$ cat config.mk
export PLATFORM = sky130hd
export DESIGN_NAME = rom_port_arbiter_flat
export DESIGN_NICKNAME = d
export VERILOG_FILES = /design/src/rtl/rom_port_arbiter_if.sv /design/src/rtl/rom_port_arbiter.sv /design/src/flat_wrapper.sv
export SDC_FILE = /design/constraint.sdc
export NUM_CORES = 1
export LEC_CHECK = 0
export ABC_AREA = 1
export BUFFER_PORTS_ARGS = -buffer_cell sky130_fd_sc_hd__buf_2
export CORE_MARGIN = 2
export CORE_UTILIZATION = 43
export DETAILED_ROUTE_END_ITERATION = 10
export PLACE_DENSITY = 0.88
export SETUP_SLACK_MARGIN = 0.4
export SYNTH_ARGS = -nofsm -noshare
export SYNTH_HDL_FRONTEND = slang
export SYNTH_SLANG_ARGS = --single-unit
$ cat constraint.sdc
create_clock -name clk -period 1.3 [get_ports clk]
set_input_delay 0.195 -clock clk [delete_from_list [all_inputs] [get_ports clk]]
set_output_delay 0.195 -clock clk [all_outputs]
set_load 0.03 [all_outputs]
$ cat src/rtl/rom_port_arbiter_if.sv
// rtl/rom_port_arbiter_if.sv - requester and SDRAM ROM port signals for rom_port_arbiter
interface rom_port_arbiter_if;
    logic        cpu_req;
    logic        cpu_ack;
    logic [23:1] cpu_addr;
    logic        cpu_we;
    logic [15:0] cpu_din;
    logic [15:0] cpu_dout;

    logic        cop_req;
    logic        cop_ack;
    logic [23:1] cop_addr;
    logic        cop_we;
    logic [15:0] cop_din;
    logic [15:0] cop_dout;

    logic        ld_req;
    logic        ld_ack;
    logic [23:1] ld_addr;
    logic        ld_we;
    logic [15:0] ld_din;
    logic [15:0] ld_dout;

    logic        mem_req;
    logic        mem_ack;
    logic [23:1] mem_addr;
    logic        mem_we;
    logic [15:0] mem_din;
    logic [15:0] mem_dout;

    modport slave (
        input  cpu_req, cpu_addr, cpu_we, cpu_din,
        output cpu_ack, cpu_dout,
        input  cop_req, cop_addr, cop_we, cop_din,
        output cop_ack, cop_dout,
        input  ld_req, ld_addr, ld_we, ld_din,
        output ld_ack, ld_dout,
        output mem_req, mem_addr, mem_we, mem_din,
        input  mem_ack, mem_dout
    );

    modport master (
        output cpu_req, cpu_addr, cpu_we, cpu_din,
        input  cpu_ack, cpu_dout,
        output cop_req, cop_addr, cop_we, cop_din,
        input  cop_ack, cop_dout,
        output ld_req, ld_addr, ld_we, ld_din,
        input  ld_ack, ld_dout,
        input  mem_req, mem_addr, mem_we, mem_din,
        output mem_ack, mem_dout
    );
endinterface

$ cat src/rtl/rom_port_arbiter.sv
// rtl/rom_port_arbiter.sv - three-way toggle-handshake arbiter onto one SDRAM ROM port
module rom_port_arbiter #(
    parameter int unsigned READ_DELAY = 4
) (
    input  logic              clk,
    input  logic              reset,
    rom_port_arbiter_if.slave bus
);
    typedef enum logic [1:0] {IDLE, ISSUE, WAIT_ACK, WAIT_DATA} state_e;
    typedef enum logic [1:0] {GNT_CPU, GNT_COP, GNT_LD} grantee_e;

    localparam logic [3:0] DELAY_LOAD = 4'(READ_DELAY);

    state_e      state_q;
    grantee_e    grantee_q;
    grantee_e    grant_d;
    logic        grant_valid_d;
    logic        cop_first_q;
    logic [3:0]  cnt_q;

    logic        cpu_ack_q, cop_ack_q, ld_ack_q;
    logic [15:0] cpu_dout_q, cop_dout_q, ld_dout_q;
    logic        mem_req_q, mem_we_q;
    logic [23:1] mem_addr_q;
    logic [15:0] mem_din_q;

    logic [23:1] addr_d;
    logic        we_d;
    logic [15:0] din_d;
    logic        cpu_pend, cop_pend, ld_pend;

    assign cpu_pend = bus.cpu_req != cpu_ack_q;
    assign cop_pend = bus.cop_req != cop_ack_q;
    assign ld_pend  = bus.ld_req  != ld_ack_q;

    // Loader always wins; CPU and coprocessor alternate when both are waiting.
    always_comb begin
        grant_valid_d = 1'b1;
        grant_d       = GNT_CPU;
        if (ld_pend) begin
            grant_d = GNT_LD;
        end else if (cpu_pend && cop_pend) begin
            grant_d = cop_first_q ? GNT_COP : GNT_CPU;
        end else if (cop_pend) begin
            grant_d = GNT_COP;
        end else if (!cpu_pend) begin
            grant_valid_d = 1'b0;
        end
    end

    always_comb begin
        addr_d = bus.cpu_addr;
        we_d   = bus.cpu_we;
        din_d  = bus.cpu_din;
        case (grant_d)
            GNT_COP: begin
                addr_d = bus.cop_addr;
                we_d   = bus.cop_we;
                din_d  = bus.cop_din;
            end
            GNT_LD: begin
                addr_d = bus.ld_addr;
                we_d   = bus.ld_we;
                din_d  = bus.ld_din;
            end
            default: ;
        endcase
    end

    always_ff @(posedge clk) begin
        if (reset) begin
            state_q     <= IDLE;
            grantee_q   <= GNT_CPU;
            cop_first_q <= 1'b0;
            cnt_q       <= 4'd0;
            cpu_ack_q   <= 1'b0;
            cop_ack_q   <= 1'b0;
            ld_ack_q    <= 1'b0;
            cpu_dout_q  <= 16'd0;
            cop_dout_q  <= 16'd0;
            ld_dout_q   <= 16'd0;
            // Matching the current ack means no request is left outstanding downstream.
            mem_req_q   <= bus.mem_ack;
            mem_we_q    <= 1'b0;
            mem_addr_q  <= '0;
            mem_din_q   <= 16'd0;
        end else begin
            case (state_q)
                IDLE: begin
                    if (grant_valid_d) begin
                        grantee_q  <= grant_d;
                        mem_addr_q <= addr_d;
                        mem_we_q   <= we_d;
                        mem_din_q  <= din_d;
                        if (grant_d == GNT_CPU) begin
                            cop_first_q <= 1'b1;
                        end else if (grant_d == GNT_COP) begin
                            cop_first_q <= 1'b0;
                        end
                        state_q <= ISSUE;
                    end
                end
                ISSUE: begin
                    mem_req_q <= ~mem_req_q;
                    state_q   <= WAIT_ACK;
                end
                WAIT_ACK: begin
                    if (bus.mem_ack == mem_req_q) begin
                        if (mem_we_q) begin
                            case (grantee_q)
                                GNT_CPU: cpu_ack_q <= ~cpu_ack_q;
                                GNT_COP: cop_ack_q <= ~cop_ack_q;
                                default: ld_ack_q  <= ~ld_ack_q;
                            endcase
                            state_q <= IDLE;
                        end else begin
                            cnt_q   <= DELAY_LOAD;
                            state_q <= WAIT_DATA;
                        end
                    end
                end
                WAIT_DATA: begin
                    // Final count step: the edge that would reach zero delivers the data.
                    if (cnt_q == 4'd1) begin
                        cnt_q <= 4'd0;
                        case (grantee_q)
                            GNT_CPU: begin
                                cpu_dout_q <= bus.mem_dout;
                                cpu_ack_q  <= ~cpu_ack_q;
                            end
                            GNT_COP: begin
                                cop_dout_q <= bus.mem_dout;
                                cop_ack_q  <= ~cop_ack_q;
                            end
                            default: begin
                                ld_dout_q <= bus.mem_dout;
                                ld_ack_q  <= ~ld_ack_q;
                            end
                        endcase
                        state_q <= IDLE;
                    end else begin
                        cnt_q <= cnt_q - 4'd1;
                    end
                end
                default: state_q <= IDLE;
            endcase
        end
    end

    assign bus.cpu_ack  = cpu_ack_q;
    assign bus.cop_ack  = cop_ack_q;
    assign bus.ld_ack   = ld_ack_q;
    assign bus.cpu_dout = cpu_dout_q;
    assign bus.cop_dout = cop_dout_q;
    assign bus.ld_dout  = ld_dout_q;
    assign bus.mem_req  = mem_req_q;
    assign bus.mem_addr = mem_addr_q;
    assign bus.mem_we   = mem_we_q;
    assign bus.mem_din  = mem_din_q;
endmodule

$ cat src/flat_wrapper.sv
// flat-port wrapper written by rule: the top's interface ports become plain ports
module rom_port_arbiter_flat 
#(
    parameter int unsigned READ_DELAY = 4
)
  (clk, reset, bus_cpu_req, bus_cpu_addr, bus_cpu_we, bus_cpu_din, bus_cpu_ack, bus_cpu_dout, bus_cop_req, bus_cop_addr, bus_cop_we, bus_cop_din, bus_cop_ack, bus_cop_dout, bus_ld_req, bus_ld_addr, bus_ld_we, bus_ld_din, bus_ld_ack, bus_ld_dout, bus_mem_req, bus_mem_addr, bus_mem_we, bus_mem_din, bus_mem_ack, bus_mem_dout);
  rom_port_arbiter_if bus_i ();
  input  logic clk;
  input  logic reset;
  input wire logic [$bits(bus_i.cpu_req)-1:0] bus_cpu_req;
  input wire logic [$bits(bus_i.cpu_addr)-1:0] bus_cpu_addr;
  input wire logic [$bits(bus_i.cpu_we)-1:0] bus_cpu_we;
  input wire logic [$bits(bus_i.cpu_din)-1:0] bus_cpu_din;
  output wire logic [$bits(bus_i.cpu_ack)-1:0] bus_cpu_ack;
  output wire logic [$bits(bus_i.cpu_dout)-1:0] bus_cpu_dout;
  input wire logic [$bits(bus_i.cop_req)-1:0] bus_cop_req;
  input wire logic [$bits(bus_i.cop_addr)-1:0] bus_cop_addr;
  input wire logic [$bits(bus_i.cop_we)-1:0] bus_cop_we;
  input wire logic [$bits(bus_i.cop_din)-1:0] bus_cop_din;
  output wire logic [$bits(bus_i.cop_ack)-1:0] bus_cop_ack;
  output wire logic [$bits(bus_i.cop_dout)-1:0] bus_cop_dout;
  input wire logic [$bits(bus_i.ld_req)-1:0] bus_ld_req;
  input wire logic [$bits(bus_i.ld_addr)-1:0] bus_ld_addr;
  input wire logic [$bits(bus_i.ld_we)-1:0] bus_ld_we;
  input wire logic [$bits(bus_i.ld_din)-1:0] bus_ld_din;
  output wire logic [$bits(bus_i.ld_ack)-1:0] bus_ld_ack;
  output wire logic [$bits(bus_i.ld_dout)-1:0] bus_ld_dout;
  output wire logic [$bits(bus_i.mem_req)-1:0] bus_mem_req;
  output wire logic [$bits(bus_i.mem_addr)-1:0] bus_mem_addr;
  output wire logic [$bits(bus_i.mem_we)-1:0] bus_mem_we;
  output wire logic [$bits(bus_i.mem_din)-1:0] bus_mem_din;
  input wire logic [$bits(bus_i.mem_ack)-1:0] bus_mem_ack;
  input wire logic [$bits(bus_i.mem_dout)-1:0] bus_mem_dout;
  assign bus_i.cpu_req = bus_cpu_req;
  assign bus_i.cpu_addr = bus_cpu_addr;
  assign bus_i.cpu_we = bus_cpu_we;
  assign bus_i.cpu_din = bus_cpu_din;
  assign bus_cpu_ack = bus_i.cpu_ack;
  assign bus_cpu_dout = bus_i.cpu_dout;
  assign bus_i.cop_req = bus_cop_req;
  assign bus_i.cop_addr = bus_cop_addr;
  assign bus_i.cop_we = bus_cop_we;
  assign bus_i.cop_din = bus_cop_din;
  assign bus_cop_ack = bus_i.cop_ack;
  assign bus_cop_dout = bus_i.cop_dout;
  assign bus_i.ld_req = bus_ld_req;
  assign bus_i.ld_addr = bus_ld_addr;
  assign bus_i.ld_we = bus_ld_we;
  assign bus_i.ld_din = bus_ld_din;
  assign bus_ld_ack = bus_i.ld_ack;
  assign bus_ld_dout = bus_i.ld_dout;
  assign bus_mem_req = bus_i.mem_req;
  assign bus_mem_addr = bus_i.mem_addr;
  assign bus_mem_we = bus_i.mem_we;
  assign bus_mem_din = bus_i.mem_din;
  assign bus_i.mem_ack = bus_mem_ack;
  assign bus_i.mem_dout = bus_mem_dout;
  rom_port_arbiter #(.READ_DELAY(READ_DELAY)) u_core (.clk(clk), .reset(reset), .bus(bus_i));
endmodule
==> results_dict.tcl <==
set metrics [dict create \
    multi_input_area_mm2 0.00301 \
    ant_nets 0 \
    critPathRequiredTime_ps 1540 \
    gr-total-overflow 0 \
    synthSimpleGateAreaFrac_pct 30.0 \
    cts_hold_buf 0 \
    drt-pass1-iter-count 6 \
    wl_per_cell_um 18.5 \
    grt_pass1_vias 6047 \
    grt_pass1_wl_um 29100 \
    ys_ff_latch 101 \
    cts.sinks 101 \
    place_area_mm2 0.00680 \
    max_cap_viol_count 0 \
    syn_nets 952 \
    nNetsFinal 1260 \
    drive_above_1_share_pct 55.3 \
    power_leakage_nw 4.57 \
    worst_pin_slew_ps 323 \
    dpl.hpwl_um 11400 \
    ys_async_sr_fraction_pct 0 \
    synth_top_family_by_area "simple AND/OR/NAND/NOR gates" \
    synth_top_area_share_pct 38.8 \
    area_growth_syn_to_layout_pct 81.3 \
    outcome "finished with violations" \
    via_per_inst 5.35 \
    gp_congestion 0.852 \
    start_util_pct 44.6 \
    synth_most_common_cell "nand2_1" \
    synthAdderAreaFrac_pct 0.485 \
    relSlewSlack_pct 78.3 \
    worstPathArrival_ps 1800 \
    cts_tree "yes" \
    vias 6764 \
    pre_cts_slack_ps -91.8 \
    n_fill_cell 651 \
    fin_ws_ps -255 \
    antenna_found_initial 0 \
    synth-main-ff-cell "dfxtp_1" \
    die_h_um 113 \
    clockRootBuffer "clkbuf_16" \
    critPathKind "register to register" \
    fin_crit_sh_pct 120 \
    netlist_area_mm2 0.00515 \
    slew_viol_final 0 \
    synth_top_area_cell "dfxtp_1" \
    pin_count 234 \
    core_area_mm2 0.0116 \
    syn_inst 808 \
    synth_compound_area_share_pct 13.6 \
    cp_max_fo 8 \
    cts_buffers 9 \
    skew_ps 10.6 \
    clk_pin_slew_ps 80 \
    numPortBuffers 233 \
    ys_seq_area_share_pct 39.4 \
    seq_area_mm2 0.00217 \
    grt_usage_pct 28.7 \
    synth_area_leaders "dfxtp_1, nand2_1, inv_1" \
    yosys.area_share.xor_xnor_pct 0.170 \
    setup_violations 85 \
    routed_wl_um 23400 \
    hold_viol_final 0 \
    ctsHtreeMaxLevel 3 \
    rsz0062_at_grt "true" \
    clockBufferDepth 2 \
    clock_latency_ps 360 \
    peakVddDrop_mv 1.08 \
    violations "negative setup slack" \
    worstSetupStartpointType "register" \
    synth-edff-count 1 \
    synth_common_cells "nand2_1, inv_1, nor2_1" \
    drtIter0Drc 632 \
    power_w 0.0174 \
    die_area_mm2 0.0129 \
    ys_types 29 \
    hold_path_class "input pin to register" \
    antenna_cells 0 \
    powerDensity_mw_per_mm2 1870 \
    syn_avg_cell_area_um2 6.38 \
    ys.warnings.count 0 \
    fin_area_mm2 0.00934 \
    period_minus_slack_ps 1560 \
    rows 39 \
    worst_setup_path_end_kind "register" \
    muxShareOfSynthArea_pct 0 \
    die_w_um 113 \
    grt_max_degree 49 \
    clock.fmax_mhz 643 \
    tns_ps -8720 \
    drc 0 \
]
## final timing paths
kind | from | to | slack, ps | cells past startpoint
worst min register to register | u_core.bus.cop_dout[7] | u_core.bus.cop_dout[7] | 460 | 2
worst min-delay path | bus_cpu_addr[12] | u_core.bus.mem_addr[13] | 80 | 3
worst max-delay path | u_core.cnt_q[1] | u_core.bus.cpu_dout[12] | -260 | 9
worst max register to register | u_core.cnt_q[1] | u_core.bus.cpu_dout[12] | -260 | 9
## state kept, by name, summed over array words and instances, names as in the netlist, 2 cells and up
register             flops
u_core.bus.mem_addr     23
u_core.bus.cop_dout     16
u_core.bus.cpu_dout     16
u_core.bus.ld_dout      16
u_core.bus.mem_din      16
u_core.cnt_q             4
u_core.grantee_q         2
u_core.state_q           2
## where the power goes
| group | leakage, nW | switching, W | internal, W |
|---|---|---|---|
| logic | 3.54 | 0.00552 | 0.00435 |
| registers | 0.869 | 0.000638 | 0.00398 |
| clock network | 0.161 | 0.00132 | 0.00164 |
| total | 4.57 | 0.00748 | 0.00997 |
## layout by cell type, fill, tap and decap left out, types with 31 or more instances in the layout
cell type	n
buf_2	141
dfxtp_2	84
a21oi_1	48
buf_4	56
o21ai_2	31
nand3_1	45
buf_6	109
nand2_1	157
nor2_1	87
inv_1	136
## final cells by class
class                           count  area share [%]
Multi-Input combinational cell    512            32.2
Sequential cell                   101            23.3
Clock buffer                       10            2.68
Timing Repair Buffer              338            32.4
Tap cell                          143            1.91
Timing Repair inverter              2           0.134
Inverter                          152            6.66
Clock inverter                      6           0.777
## cell families after synthesis
kind of cell / after synthesis
simple gates: 372
buf+inv: 195
compound gates: 137
flops: 101
fa+ha+maj: 2
xor+xnor: 1
## critical path: stages (launching register included)
cell and delay, ps:
dfxtp_2 330, inv_2 60, ha_4 130, nand3_4 70, inv_4 90, buf_4 120
nand3_4 120, buf_12 180, o21ai_1 280, a21oi_2 60
## routing by layer
layer	part of all wire (%)	global-route usage (%)	vias to the layer above
met5	0	0	-
met4	6.0	13.5	0
li1	-	-	3090
met3	8.8	8.45	121
met2	51	52.7	456
met1	34	30.0	3097
## repair_timing
item                                    CTS  global route
endpoints found under the setup margin  193           193
pin swaps                                33            40
resized for setup                       326           228
cloned                                    7             7
setup buffers                            16            36
## stage by stage
stage	hold slack (ps)	utilization, %	cells
2_1_floorplan	324	-	808
3_3_place_gp	426	58.8	1182
3_5_place_dp	430	58.8	1182
4_1_cts	64.3	71.9	1221
5_1_grt	78.2	80.8	1264
6_report	75.9	80.8	1264
Note: power is estimated with default switching activity, not from simulation.
